--- config.mk ---
export PLATFORM = sky130hd
export DESIGN_NAME = mest_pro_fetch_stack
export DESIGN_NICKNAME = d
export VERILOG_FILES = /design/src/rtl/mest_pro_fetch_stack.sv
export SDC_FILE = /design/constraint.sdc
export NUM_CORES = 1
export LEC_CHECK = 0
export ABC_CLOCK_PERIOD_IN_PS = 2400
export CAP_MARGIN = 20
export CORE_MARGIN = 2
export CORE_UTILIZATION = 48
export DETAILED_ROUTE_END_ITERATION = 16
export HOLD_SLACK_MARGIN = 0.03
export PLACE_DENSITY_LB_ADDON = 0.1
export SYNTH_ARGS = -nofsm -noshare
export SYNTH_HDL_FRONTEND = slang
export SYNTH_SLANG_ARGS = --single-unit
--- constraint.sdc ---
create_clock -name clk -period 2.4 [get_ports clk]
set_clock_uncertainty 0.2 [all_clocks]
set_input_delay 0.48 -clock clk [delete_from_list [all_inputs] [get_ports clk]]
set_output_delay 0.48 -clock clk [all_outputs]
set_load 0.01 [all_outputs]
--- src/rtl/mest_pro_fetch_stack.sv ---
// MEST Pro instruction fetch stage: program counter, req/ack ROM fetch with wait states,
// and a return-address stack of configurable depth for nested calls.
module mest_pro_fetch_stack #(
   parameter int unsigned OP_CODE_SIZE     = 4,
   parameter int unsigned INSTRUCTION_SIZE = OP_CODE_SIZE + 24,
   parameter int unsigned ROM_DEPTH        = 256,
   parameter int unsigned STACK_DEPTH      = 4,
   localparam int unsigned PC_W            = $clog2(ROM_DEPTH),
   localparam int unsigned SP_W            = $clog2(STACK_DEPTH + 1)
) (
   input  logic                        clk,
   input  logic                        i_reset,
   input  logic                        idle_state,
   input  logic                        fetch_state,
   input  logic                        exec_state,
   input  logic                        jump,
   input  logic                        call,
   input  logic                        return_pc,
   input  logic [PC_W-1:0]             const_K,
   output logic [INSTRUCTION_SIZE-1:0] decode_reg,
   output logic                        fetch_done,
   output logic [SP_W-1:0]             o_stack_level,
   output logic                        o_stack_overflow,
   output logic                        o_stack_underflow,
   output logic                        o_req,
   output logic [PC_W-1:0]             o_prog_counter,
   input  logic                        i_ack,
   input  logic [INSTRUCTION_SIZE-1:0] i_instruction
);

   localparam int unsigned IDX_W = (STACK_DEPTH > 1) ? $clog2(STACK_DEPTH) : 1;

   typedef enum logic {
      S_IDLE = 1'b0,
      S_REQ  = 1'b1
   } fetch_state_t;

   fetch_state_t     state;
   logic [PC_W-1:0]  pc;
   logic [SP_W-1:0]  sp;
   logic [PC_W-1:0]  ret_stack [STACK_DEPTH];
   logic [IDX_W-1:0] push_idx;
   logic [IDX_W-1:0] pop_idx;
   logic             stack_full;
   logic             stack_empty;

   assign push_idx    = IDX_W'(sp);
   assign pop_idx     = IDX_W'(sp - SP_W'(1));
   assign stack_full  = (sp == SP_W'(STACK_DEPTH));
   assign stack_empty = (sp == '0);

   assign o_req          = (state == S_REQ);
   assign o_prog_counter = pc;
   assign o_stack_level  = sp;

   // Fetch FSM, PC and return stack; idle_state overrides both fetch and exec work
   always_ff @(posedge clk) begin
      if (i_reset) begin
         state             <= S_IDLE;
         pc                <= '0;
         sp                <= '0;
         decode_reg        <= '0;
         fetch_done        <= 1'b0;
         o_stack_overflow  <= 1'b0;
         o_stack_underflow <= 1'b0;
      end else begin
         fetch_done <= 1'b0;
         if (idle_state) begin
            state      <= S_IDLE;
            pc         <= '0;
            sp         <= '0;
            decode_reg <= '0;
         end else begin
            case (state)
               S_IDLE: begin
                  // fetch_done gates the still-high fetch_state so requests never run back to back
                  if (fetch_state && !fetch_done) begin
                     state <= S_REQ;
                  end
                  if (exec_state) begin
                     if (jump) begin
                        pc <= const_K;
                     end else if (call) begin
                        pc <= const_K;
                        if (stack_full) begin
                           o_stack_overflow <= 1'b1;
                        end else begin
                           ret_stack[push_idx] <= pc;
                           sp                  <= sp + SP_W'(1);
                        end
                     end else if (return_pc) begin
                        if (stack_empty) begin
                           o_stack_underflow <= 1'b1;
                        end else begin
                           pc <= ret_stack[pop_idx];
                           sp <= sp - SP_W'(1);
                        end
                     end
                  end
               end
               S_REQ: begin
                  if (i_ack) begin
                     decode_reg <= i_instruction;
                     pc         <= pc + PC_W'(1);
                     fetch_done <= 1'b1;
                     state      <= S_IDLE;
                  end
               end
               default: state <= S_IDLE;
            endcase
         end
      end
   end

endmodule

Word level (Yosys, flattened, before mapping)
Memories as Yosys holds them, arrays and structs flattened.
Index checks and enable logic that the tools add are counted.
{"block": "totals", "input_bits": 45, "register_bits": 43, "mem_bits_rw": 32, "mem_count": 1}
{"memory": "ret_stack", "depth": 4, "word_bits": 8, "rd": 1, "rd_clocked_by_memory_dff": 0, "write_ports": 1, "line": "41", "text": "logic [PC_W-1:0] ret_stack [STACK_DEPTH];"}
{"block": "op_classes", "n_bitwise": 4, "add_sub_neg": 3, "n_eq_ne": 7, "muxes": 23, "reduce_logical": 11}
{"operator": "2-to-1 mux 8 bit", "n": 6}
{"operator": "case mux 8 bit (2 select lines)", "n": 1}
{"operator": "2-to-1 mux 3 bit", "n": 4}
{"operator": "AND reduction 6 bit", "n": 2}
{"operator": "2-to-1 mux 1 bit", "n": 11}
{"operator": "adder 8 x 1 -> 8 bit, second input constant", "n": 1}
{"operator": "!= test 2 bit, second input constant", "n": 4}
{"operator": "!= test 4 bit, second input constant", "n": 2}
{"operator": "AND reduction 7 bit", "n": 1}
{"operator": "inverter 1 bit", "n": 4}
{"operator": "AND reduction 4 bit", "n": 1}
{"operator": "adder 3 x 1 -> 3 bit, second input constant", "n": 1}
{"operator": "equality test 3 bit, second input constant", "n": 1}
{"operator": "zero test 3 bit", "n": 1}
{"operator": "OR reduction 3 bit", "n": 1}
{"operator": "subtractor 3 x 1 -> 3 bit, second input constant", "n": 1}
{"operator": "case mux 1 bit (2 select lines)", "n": 1}
{"operator": "AND reduction 2 bit", "n": 1}
{"operator": "nonzero test 2 bit", "n": 1}
{"operator": "OR reduction 2 bit", "n": 1}
{"operator": "logical AND 1 bit", "n": 1}
{"operator": "zero test 1 bit", "n": 1}

Depth between registers and ports, before layout
{"block": "depth", "depth_word": 9, "ltp_mapped": 8, "depth_no_buf": 6}

Least setup slack after synthesis
Ideal clock, no wire load.
{"block": "synth_path", "path_kind": "register to register", "start": "register sp[0] (netlist: o_stack_level[0])", "end": "register pc[5] (netlist: o_prog_counter[5])", "synth_period_minus_slack_ps": 2281, "t_arrival_ps": 1954, "setup_slack_ps": 119, "stages_incl_launch_ff": 9, "path_buffers": 2, "t_required_ps": 2072, "setup_ps": 128, "cell_sequence": "dfxtp_1 buf_6 inv_1 ha_1 clkbuf_2 mux4_2 mux2_2 o21ai_1 a211oi_2"}
{"block": "synth_between", "elab_chain_len": 8}
{"element": "start: declaration", "line": "40", "text": "logic [SP_W-1:0] sp;"}
{"element": "start signal: assignment", "line": "89", "text": "sp <= sp + SP_W'(1);"}
{"element": "start signal: assignment", "line": "96", "text": "sp <= sp - SP_W'(1);"}
{"element": "subtractor 3 x 1 -> 3 bit"}
{"element": "memory read (4 x 8 bit)"}
{"element": "2-to-1 mux 8 bit", "line": "92", "text": "if (stack_empty) begin"}
{"element": "2-to-1 mux 8 bit", "line": "91", "text": "end else if (return_pc) begin"}
{"element": "2-to-1 mux 8 bit", "line": "83", "text": "end else if (call) begin"}
{"element": "2-to-1 mux 8 bit", "line": "81", "text": "if (jump) begin"}
{"element": "2-to-1 mux 8 bit", "line": "80", "text": "if (exec_state) begin"}
{"element": "case mux 8 bit (2 select lines)", "line": "74", "text": "case (state)"}
{"element": "end signal: assignment", "line": "82", "text": "pc <= const_K;"}
{"element": "end signal: assignment", "line": "84", "text": "pc <= const_K;"}
{"element": "end signal: assignment", "line": "95", "text": "pc <= ret_stack[pop_idx];"}
{"element": "end: declaration", "line": "39", "text": "logic [PC_W-1:0] pc;"}
Parallel ways exist; a longest one is shown, timed or not. The select of a mux whose other input is x is not followed.
A chain may end at the register's enable or synchronous reset.

Final worst setup path
{"block": "layout_path", "start": "register state (netlist: o_req)", "end": "output port o_req"}
{"element": "start: declaration", "line": "38", "text": "fetch_state_t state;"}
{"element": "start signal: assignment", "line": "59", "text": "state <= S_IDLE;"}
{"element": "start signal: assignment", "line": "69", "text": "state <= S_IDLE;"}
{"element": "start signal: assignment", "line": "78", "text": "state <= S_REQ;"}
{"element": "end: declaration", "line": "25", "text": "output logic o_req,"}
No word-level cell between the ends.

==> metrics.md <==
| Metric | Value |
|---|---|
| Synth Area in Compound Gates | `0.145` |
| Clk Tree Root Cell | `clkbuf_8` |
| Run status | `finished clean` |
| DRT Pass-1 Iters | `4` |
| Num ports | `88` |
| Routed vias/inst | `approximately 5.4` |
| Iter 0 DRT Violations | `217` |
| Initial cell density of the core | `0.504` |
| Fin Setup TNS | `0 ns` |
| WL final | `8410 um` |
| Worst path bufs/invs | `1` |
| F_max | `around 0.45 GHz` |
| Tmin final | `2.23 ns` |
| CTS Sinks | `75` |
| Startpoint class of the critical path | `flop` |
| DR DRC count | `0` |
| CTS max path bufs | `2` |
| Setup crit start | `o_req` |
| Crit-path leading delay family | `buffers and inverters` |
| Synthesized netlist cell count | `297` |
| Worst VDD drop | `0.000437 V` |
| Switch share | `0.204` |
| Via count | `2636` |
| Hold_ws | `0.253 ns` |
| Die area | `0.00741 mm^2` |
| Antenna Cells | `0` |
| Gr usage total | `0.238` |
| Slew margin rel. | `0.726` |
| Num CTS Buffers | `9` |
| Skew-Pair Late Insertion Delay | `0.35 ns` |
| Core ar. | `0.00642 mm^2` |
| Post-synth EDFFs | `32` |
| Period Utilization, post-route | `0.927` |
| Xor/xnor cell area share of the yosys netlist | `0.00271` |
| Levels on crit path | `1` |
| Sequential cell area fraction in the yosys report | `0.563` |
| Fraction of layout instances using a drive strength above 1 | `0.149` |
| Mean area per synthesized cell | `between 10 and 15 um^2` |
| Post-route ant nets | `0` |
| CTS Hold Buffers Added | `0` |
| Combinational power share | `0.092` |
| Setup Fix Bufs, Post-CTS | `0` |
| CP Max Fanout | `10` |
| Syn_nets | `348` |
| Final setup fails | `0` |
| Static leakage | `1.60 nW` |
| Power density cells | `632 mW/mm^2` |
| Top FF cell, synth | `dfxtp_1` |
| Syn-to-layout area delta | `41.6%` |
| Post-synthesis mux area share | `0.0692` |
| Worst path required time | `1.72 ns` |
| Max-cap violations | `0` |
| Post-Syn Area | `0.00324 mm^2` |
| Commonest non-fill, non-tap cell in the layout | `clkdlybuf4s50_1` |
| Worst path arrival time | `1.55 ns` |
| Synth unique cells | `55` |
| Max reg flops | `32` |
| Reg2reg start | `o_stack_level[1]` |
| GPL Wtd Cong | `0.907` |
| WS Path Type | `flop to primary output` |
| Global-route wire length before repair | `13100 um` |
| Crit end category | `primary output` |
| Largest family of logic cells by synthesized area | `simple AND/OR/NAND/NOR gates` |
| Num rows | `29` |
| # fillers | `~500` |
| Commonest cells after routing, fill and taps aside | `clkdlybuf4s50_1, nand2_1, dfxtp_1, a21oi_1, edfxtp_1` |
| CP Cell Sequence | `clkdlybuf4s50_1` |
| Largest net degree at the start of global routing | `31` |
| Switching power | `589 uW` |
| Final Core Density | `0.713` |
| Yosys reg bits | `75` |
| CTS tree | `done` |
| Chip Height | `86.1 um` |
| Int Power | `2.30 mW` |
| FF-to-FF path depth | `6` |
| Final layout net count | `455` |
| Least-Margin Pin Slew | `0.408 ns` |
| Die width | `86.1 um` |
| Worst Setup EP | `o_req` |
| Final-report max-slew violation count | `0` |
| Area after DPL | `0.00432 mm^2` |
| Simple logic cell fraction of the synthesized area | `0.160` |
| Worst min path class | `flop to flop` |
| Vias in the first global route | `2515` |
| Port Buffers | `87` |
| Final instance area | `0.00458 mm^2` |
| Syn. warnings | `0` |
| Ys async rst share | `0` |
| H-tree Lvls | `3` |
| Placed wire-length estimate | `6130 um` |
| Synth Area in Adders | `0.0232` |
| R2R Setup Slk | `0.30 ns` |
| Clock power share | `0.440` |
| GR Overflow Total | `0` |
| Drt wl/cell | `between 15 and 20 um` |
| Sequential power share | `0.468` |
| RR Endpoint | `o_prog_counter[6]` |
| Slowest cell delay on critical path | `~0.63 ns` |
| Initial antenna violation count | `0` |
| Worst path slowest cell | `clkdlybuf4s50_1` |
| Worst-path clk slew | `0.07 ns` |
| Number of gates resized after CTS | `0` |
| Count of final hold-check violations | `0` |
| RSZ-0062 raised after global routing | `false` |
==> synthesized netlist by cell type (all sizes together), types with 6 or more instances <==
cell type | number | area share
o21ai | 8 | 0.012
ha | 6 | 0.023
clkbuf | 8 | 0.013
nand2 | 69 | 0.080
mux4 | 8 | 0.056
edfxtp | 32 | 0.30
a31oi | 7 | 0.018
dfxtp | 43 | 0.27
a21oi | 39 | 0.060
nor2 | 10 | 0.012
buf | 8 | 0.018
==> cells by family after synthesis <==
family / Yosys count
and+or+nand+nor: 110
DFF: 75
AOI/OAI and AO/OA: 72
buffers and inverters: 21
muxes: 12
adders and majority gates: 6
xor gates and xnor gates: 1
==> routing by layer <==
layer	vias to the layer above	GRT usage	share of wire	wire length, um
met3	5	0.0722	0.072	604
met1	1246	0.331	0.45	3750
met4	0	0.0563	0.0088	74
met5	-	0	0	0
met2	101	0.369	0.47	3970
li1	1284	-	-	-
==> area by class of cell <==
class                   instances  area (um^2)  area share
multi-input cells             201         1290       0.283
inverters                       5         18.8     0.00410
clock inverters                 5          124      0.0270
repair buffers                112         1080       0.237
flip-flops and latches         75         1820       0.398
clock buffers                  11          141      0.0309
well taps                      77         96.3      0.0210
==> power by group through the flow <==
| stage | registers, mW | logic, mW | clock network (mW) |
|---|---|---|---|
| 6_report | 1.35 | 0.267 | 1.27 |
| 5_1_grt | 1.36 | 0.288 | 1.35 |
| 4_1_cts | 1.35 | 0.267 | 1.29 |
| 3_5_place_dp | 1.38 | 0.265 | 0 |
| 3_3_place_gp | 1.38 | 0.262 | 0 |
| 2_1_floorplan | 1.39 | 0.110 | 0 |
==> metrics by stage <==
stage               cells  worst slack (ns)  total power [mW]
floorplan             297             0.119              1.50
global placement      470            0.0668              1.65
detailed placement    470            0.0386              1.65
CTS                   486             0.158              2.91
global route          486             0.105              2.99
finish                486             0.175              2.89
==> worst min path at each step <==
stage	start	to	cells after the start
final	decode_reg[10]	decode_reg[10]	2
after global routing	decode_reg[20]	decode_reg[20]	2
after CTS	decode_reg[22]	decode_reg[22]	2
after detailed placement	decode_reg[22]	decode_reg[22]	2
after global placement	decode_reg[4]	decode_reg[4]	2
after floorplan	decode_reg[18]	decode_reg[18]	2
No activity file was read; power rests on OpenSTA's default activity.
